==> src/rtl/rf_pkg.sv <==
// rf_pkg
// Shared definitions for the sequential register-file front end.
// - Default index and data widths.
// - 3-bit FSM state encoding (IDLE=0, WR=1, RD1=2, RD2=3, RESP=4).
// No ports; imported by reg_file_seq and usable by any checker that decodes
// the exposed state.
package rf_pkg;

  localparam int REG_IDX_WIDTH_DEF = 5;
  localparam int DATA_WIDTH_DEF    = 32;

  localparam int STATE_WIDTH = 3;

  typedef logic [STATE_WIDTH-1:0] rf_state_t;

  localparam logic [2:0] ST_IDLE = 3'd0;
  localparam logic [2:0] ST_WR   = 3'd1;
  localparam logic [2:0] ST_RD1  = 3'd2;
  localparam logic [2:0] ST_RD2  = 3'd3;
  localparam logic [2:0] ST_RESP = 3'd4;

endpackage

==> src/rtl/reg_file_seq.sv <==
// reg_file_seq
// Serialises operand reads (two sources) and writebacks onto a single
// register-file port. Register x0 is hard-wired to zero: writes to it are
// acknowledged but never reach the port, and reads of it return 0 without a
// port strobe.
//
// Ports
//   sys_clk, sys_rst_n      clock (rising edge) / asynchronous active-low reset
//   rd_req_valid/ready      read request handshake; rd_rs1_idx/rd_rs2_idx
//                           are sampled on the accepting edge
//   rd_resp_valid           one-cycle pulse, rs1_data/rs2_data valid
//   rs1_data, rs2_data      operands, held until the next capture or reset
//   wb_valid/ready          writeback handshake; wb_idx/wb_data sampled on
//                           the accepting edge
//   rf_op, rf_rw            register-file port strobe and direction (1=write)
//   rf_idx, rf_data_w       register-file port index and write data
//   rf_data_r               register-file read data (updated on falling edge)
//   busy                    high in any state other than IDLE
//   state_dbg               current FSM state, for checkers and debug
//
// Handshake rule: a request is accepted on a rising edge where its valid and
// ready are both high. valid may not depend on ready; ready is asserted only
// in IDLE and only for the request the arbiter would grant, so at most one
// request is accepted per edge. Both readies are held low while reset is
// asserted so nothing is accepted on an edge that sees reset low.
module reg_file_seq
  import rf_pkg::*;
#(
  parameter int REG_IDX_WIDTH = REG_IDX_WIDTH_DEF,
  parameter int DATA_WIDTH    = DATA_WIDTH_DEF
) (
  input  logic                     sys_clk,
  input  logic                     sys_rst_n,
  input  logic                     rd_req_valid,
  input  logic [REG_IDX_WIDTH-1:0] rd_rs1_idx,
  input  logic [REG_IDX_WIDTH-1:0] rd_rs2_idx,
  output logic                     rd_req_ready,
  output logic                     rd_resp_valid,
  output logic [DATA_WIDTH-1:0]    rs1_data,
  output logic [DATA_WIDTH-1:0]    rs2_data,
  input  logic                     wb_valid,
  input  logic [REG_IDX_WIDTH-1:0] wb_idx,
  input  logic [DATA_WIDTH-1:0]    wb_data,
  output logic                     wb_ready,
  output logic                     rf_op,
  output logic                     rf_rw,
  output logic [REG_IDX_WIDTH-1:0] rf_idx,
  output logic [DATA_WIDTH-1:0]    rf_data_w,
  input  logic [DATA_WIDTH-1:0]    rf_data_r,
  output logic                     busy,
  output logic [STATE_WIDTH-1:0]   state_dbg
);

  rf_state_t                state;
  logic                     last_wr;
  logic [REG_IDX_WIDTH-1:0] wb_idx_q;
  logic [DATA_WIDTH-1:0]    wb_data_q;
  logic [REG_IDX_WIDTH-1:0] rs1_idx_q;
  logic [REG_IDX_WIDTH-1:0] rs2_idx_q;

  logic idle;
  logic wb_fire;
  logic rd_fire;

  assign idle = (state == ST_IDLE);

  // Two-way priority toggle: with both requests pending, the write wins
  // unless the previous grant was a write. A lone requester always wins.
  assign wb_ready     = sys_rst_n && idle && !(rd_req_valid && last_wr);
  assign rd_req_ready = sys_rst_n && idle && !(wb_valid && !last_wr);

  assign wb_fire = wb_valid && wb_ready;
  assign rd_fire = rd_req_valid && rd_req_ready;

  always_ff @(posedge sys_clk or negedge sys_rst_n) begin
    if (!sys_rst_n) begin
      state         <= ST_IDLE;
      last_wr       <= 1'b0;
      wb_idx_q      <= '0;
      wb_data_q     <= '0;
      rs1_idx_q     <= '0;
      rs2_idx_q     <= '0;
      rs1_data      <= '0;
      rs2_data      <= '0;
      rd_resp_valid <= 1'b0;
    end else begin
      // Registered so the pulse coincides exactly with the RESP cycle.
      rd_resp_valid <= (state == ST_RD2);
      case (state)
        ST_IDLE: begin
          if (wb_fire) begin
            last_wr <= 1'b1;
            // x0 writes are acknowledged here and never occupy the port.
            if (wb_idx != '0) begin
              wb_idx_q  <= wb_idx;
              wb_data_q <= wb_data;
              state     <= ST_WR;
            end
          end else if (rd_fire) begin
            last_wr   <= 1'b0;
            rs1_idx_q <= rd_rs1_idx;
            rs2_idx_q <= rd_rs2_idx;
            state     <= ST_RD1;
          end
        end
        ST_WR: begin
          state <= ST_IDLE;
        end
        ST_RD1: begin
          rs1_data <= (rs1_idx_q == '0) ? '0 : rf_data_r;
          state    <= ST_RD2;
        end
        ST_RD2: begin
          rs2_data <= (rs2_idx_q == '0) ? '0 : rf_data_r;
          state    <= ST_RESP;
        end
        ST_RESP: begin
          state <= ST_IDLE;
        end
        default: begin
          state <= ST_IDLE;
        end
      endcase
    end
  end

  // Port signals come only from state and latched registers, so nothing on
  // the request inputs can reach the register-file port combinationally.
  always_comb begin
    rf_op     = 1'b0;
    rf_rw     = 1'b0;
    rf_idx    = '0;
    rf_data_w = '0;
    case (state)
      ST_WR: begin
        rf_op     = 1'b1;
        rf_rw     = 1'b1;
        rf_idx    = wb_idx_q;
        rf_data_w = wb_data_q;
      end
      ST_RD1: begin
        rf_op  = (rs1_idx_q != '0);
        rf_idx = rs1_idx_q;
      end
      ST_RD2: begin
        rf_op  = (rs2_idx_q != '0);
        rf_idx = rs2_idx_q;
      end
      default: begin
        rf_op = 1'b0;
      end
    endcase
  end

  assign busy      = !idle;
  assign state_dbg = state;

endmodule

==> config.mk <==
export PLATFORM = sky130hd
export DESIGN_NAME = reg_file_seq
export DESIGN_NICKNAME = d
export VERILOG_FILES = /design/src/rtl/rf_pkg.sv /design/src/rtl/reg_file_seq.sv
export SDC_FILE = /design/constraint.sdc
export NUM_CORES = 1
export LEC_CHECK = 0
export CAP_MARGIN = 20
export CORE_MARGIN = 3
export CORE_UTILIZATION = 35
export CTS_BUF_LIST = sky130_fd_sc_hd__clkbuf_16
export DETAILED_ROUTE_END_ITERATION = 7
export HOLD_SLACK_MARGIN = 0.05
export PLACE_DENSITY = 0.67
export SYNTH_ARGS = -nofsm -noshare
export SYNTH_HDL_FRONTEND = slang
export SYNTH_SLANG_ARGS = --single-unit
==> constraint.sdc <==
create_clock -name sys_clk -period 4.6 [get_ports sys_clk]
set_clock_uncertainty 0.05 [all_clocks]
set_input_delay 0.92 -clock sys_clk [delete_from_list [all_inputs] [get_ports sys_clk]]
set_output_delay 0.92 -clock sys_clk [all_outputs]
set_load 0.05 [all_outputs]
==> impl_metrics.py <==
metrics = {
    "timing": {
        "slew_violations": 0,
        "hold_viol_final": 0,
        "rsz0062_at_grt": "false",
        "tightest_slew_ns": 1.02,
        "final.min_clock_period_ns": 3.76,
        "tns_ns": 0,
        "max_slew_margin": 0.317,
        "fmax_ghz": 0.266,
        "min_period_over_period": 0.816,
        "setup_viol": 0,
    },
    "global_route": {
        "grt-ovfl-total": 0,
        "grt_pass1_vias": 4080,
        "grt_max_degree": 74,
        "track_usage": 0.175,
        "grt_pass1_wl_mm": 21.7,
        "antenna_found_initial": 0,
    },
    "routing": {
        "via_per_inst": 4.79,
        "detail_route.wl_per_cell_um": 16.0,
        "drtIter0Drc": 238,
        "routed_wl_mm": 13.4,
        "dr_total_vias": 4013,
        "drc": 0,
        "ant_nets": 0,
        "drtPass1Iterations": 4,
    },
    "critical_path": {
        "crit_end": "rf_op",
        "crit_path_start": "rs2_idx_q[2]",
        "r2r_cells": 5,
        "end_kind": "primary output",
        "arrival_ns": 2.79,
        "worstSetupStartpointType": "register",
        "timing.rr.start": "state_dbg[1]",
        "crit_fanout": 33,
        "r2r_slack_ns": 1.88,
        "cp.required_ns": 3.63,
        "path_class": "register to primary output",
        "r2r-end": "wb_data_q[9]",
    },
    "clocking": {
        "clk_latency_ns": 0.40,
        "cts_setup_buffers": 0,
        "ctsResizeCount": 0,
        "clk_pin_slew_ns": 0.05,
        "cts_buffers": 17,
        "cts_root_buffer": "clkbuf_16",
        "hold_buffers": 0,
        "clockBufferDepth": 2,
        "cts_tree": "done",
        "h-tree-depth": 4,
        "cts.sinks": 116,
    },
    "logic_synthesis": {
        "seq_area_frac_synth": 0.593,
        "synth_top_area_share": 0.593,
        "synth_top_family_by_area": "simple AND/OR/NAND/NOR gates",
        "yosysWarnings": 0,
        "yosysTopAreaCell": "dfrtp_1",
        "synthMuxAreaShare": 0.117,
        "syn_inst": 463,
        "syn_area_per_cell_um2": 10.6,
        "syn_area_mm2": 0.00490,
        "synth_xor_area_frac": 0,
        "synthAdderAreaFrac": 0,
        "syn-num-nets": 546,
        "ys_ff_latch": 116,
        "synth-compound-area-share": 0.0868,
        "yosysUniqueCellTypes": 31,
        "synth.area.top_cells": "dfrtp_1 59%, nand2_1 10%, mux2_1 6.9%",
        "yosys.area_share.simple": 0.167,
    },
    "final_layout": {
        "final_nets": 733,
        "final_area_mm2": 0.00745,
        "syn_to_final_growth_pct": 52.1,
        "fin_util": 0.554,
        "drive_above_1_share": 0.0846,
        "antennaDiodeCount": 0,
    },
    "floorplanning": {
        "fp.dieW_um": 124,
        "dieArea_mm2": 0.0155,
        "coreArea_mm2": 0.0135,
        "io-pin-count": 193,
        "start_util": 0.364,
        "fp.dieH_um": 124,
        "std_cell_rows": 42,
    },
    "pwr": {
        "powerDensity_mw_per_mm2": 849,
        "p_leak_nw": 3.28,
        "vdd_ir_drop_max_mv": 0.604,
    },
    "worst_hold_path": {
        "hp-class": "register to register",
    },
    "status": {
        "status": "finished clean",
    },
    "placed_design": {
        "placed_area_mm2": 0.00692,
        "hpwl_mm": 9.64,
        "gp_congestion": 0.764,
        "portBuffers": 192,
    },
    "run": {
        "max_cap_violations": 0,
    },
}
==> cell usage in the layout (no fill, tap or decap), types with 4 or more instances in the layout <==
master	n
nand2_1	131
clkdlybuf4s50_1	190
and2_1	33
o21ai_1	4
o21ai_0	60
buf_4	8
clkbuf_16	17
dfrtp_1	116
clkinv_1	4
a22oi_1	4
inv_1	8
nor2_1	9
mux2_1	30
mux2_2	20
==> synthesized netlist by cell type <==
cell type  count
nand3_1        1
a21boi_2       1
or4_1          2
buf_8          3
mux2i_1        1
or2_2          1
o21ai_0       60
o211ai_1       1
mux2_1        30
clkbuf_1      19
a31oi_1        2
inv_1          2
and2_1        33
nand2b_1       2
nor3_1         2
a32o_1         1
a22oi_1        4
buf_6          2
a21oi_1        3
o21ai_1        4
mux2_2        20
buf_2          5
nor2_1        10
nand2_1      132
nor4b_4        1
dfrtp_1      116
buf_1          1
a31o_2         1
nor2b_1        1
inv_2          1
o211a_1        1
==> state kept, by name (all words and copies together) (netlist names) <==
signal	count
rs2_data	32
rs2_idx_q	5
wb_data_q	32
rd_resp_valid	1
rs1_data	32
last_wr	1
wb_idx_q	5
state_dbg	3
rs1_idx_q	5
==> cell type report <==
cell class,instances,area [um^2]
Fill cell,1217,6000
Sequential cell,116,2900
Timing Repair Buffer,198,1960
Multi-Input combinational cell,314,1820
Clock buffer,17,425
Tap cell,176,220
Clock inverter,14,108
Inverter,3,11.3
==> where the power goes <==
part | switching [mW] | internal (mW) | total (mW)
Combinational | 2.19 | 1.13 | 3.32
Clock | 0.420 | 0.768 | 1.19
Sequential | 0.294 | 1.53 | 1.82
==> worst min path at each step <==
| stage | start | to | slack (ns) | cells after the start |
|---|---|---|---|---|
| 3_3_place_gp | wb_data_q[13] | wb_data_q[13] | 0.41 | 1 |
| 5_1_grt | wb_data_q[28] | wb_data_q[28] | 0.44 | 1 |
| 6_report | wb_data_q[11] | wb_data_q[11] | 0.42 | 1 |
| 3_5_place_dp | wb_data_q[28] | wb_data_q[28] | 0.42 | 1 |
| 4_1_cts | wb_data_q[28] | wb_data_q[28] | 0.43 | 1 |
| 2_1_floorplan | wb_data_q[10] | wb_data_q[10] | 0.40 | 1 |
==> critical path, stage by stage, from the launching register on <==
cell	delay (ns)
dfrtp_1	0.38
or4_1	0.54
nor2_2	0.10
buf_4	0.31
a21oi_1	0.11
a31o_2	0.23
clkdlybuf4s50_1	0.70
==> per-stage QoR <==
step / worst slack (ns) / hold WS [ns] / total power, mW / cells
finish: 0.845 / 0.424 / 6.33 / 838
global route: 0.733 / 0.440 / 6.66 / 838
CTS: 0.809 / 0.428 / 6.40 / 838
detailed placement: 1.12 / 0.416 / 5.18 / 807
global placement: 1.15 / 0.409 / 5.12 / 807
floorplan: 1.35 / 0.399 / 4.01 / 463
==> cells by family after synthesis <==
| family | Yosys count |
|---|---|
| buf+inv | 33 |
| compound gates | 78 |
| simple gates | 185 |
| flops | 116 |
| mux | 51 |
==> metal layers <==
metal / up-vias / track usage / routed length, um
li1: 1912 / - / -
met1: 1968 / 0.210 / 5650
met2: 112 / 0.301 / 6810
met3: 21 / 0.0476 / 659
met4: 0 / 0.0671 / 254
met5: - / 0 / 0
Note: power is estimated with default switching activity, not from simulation.
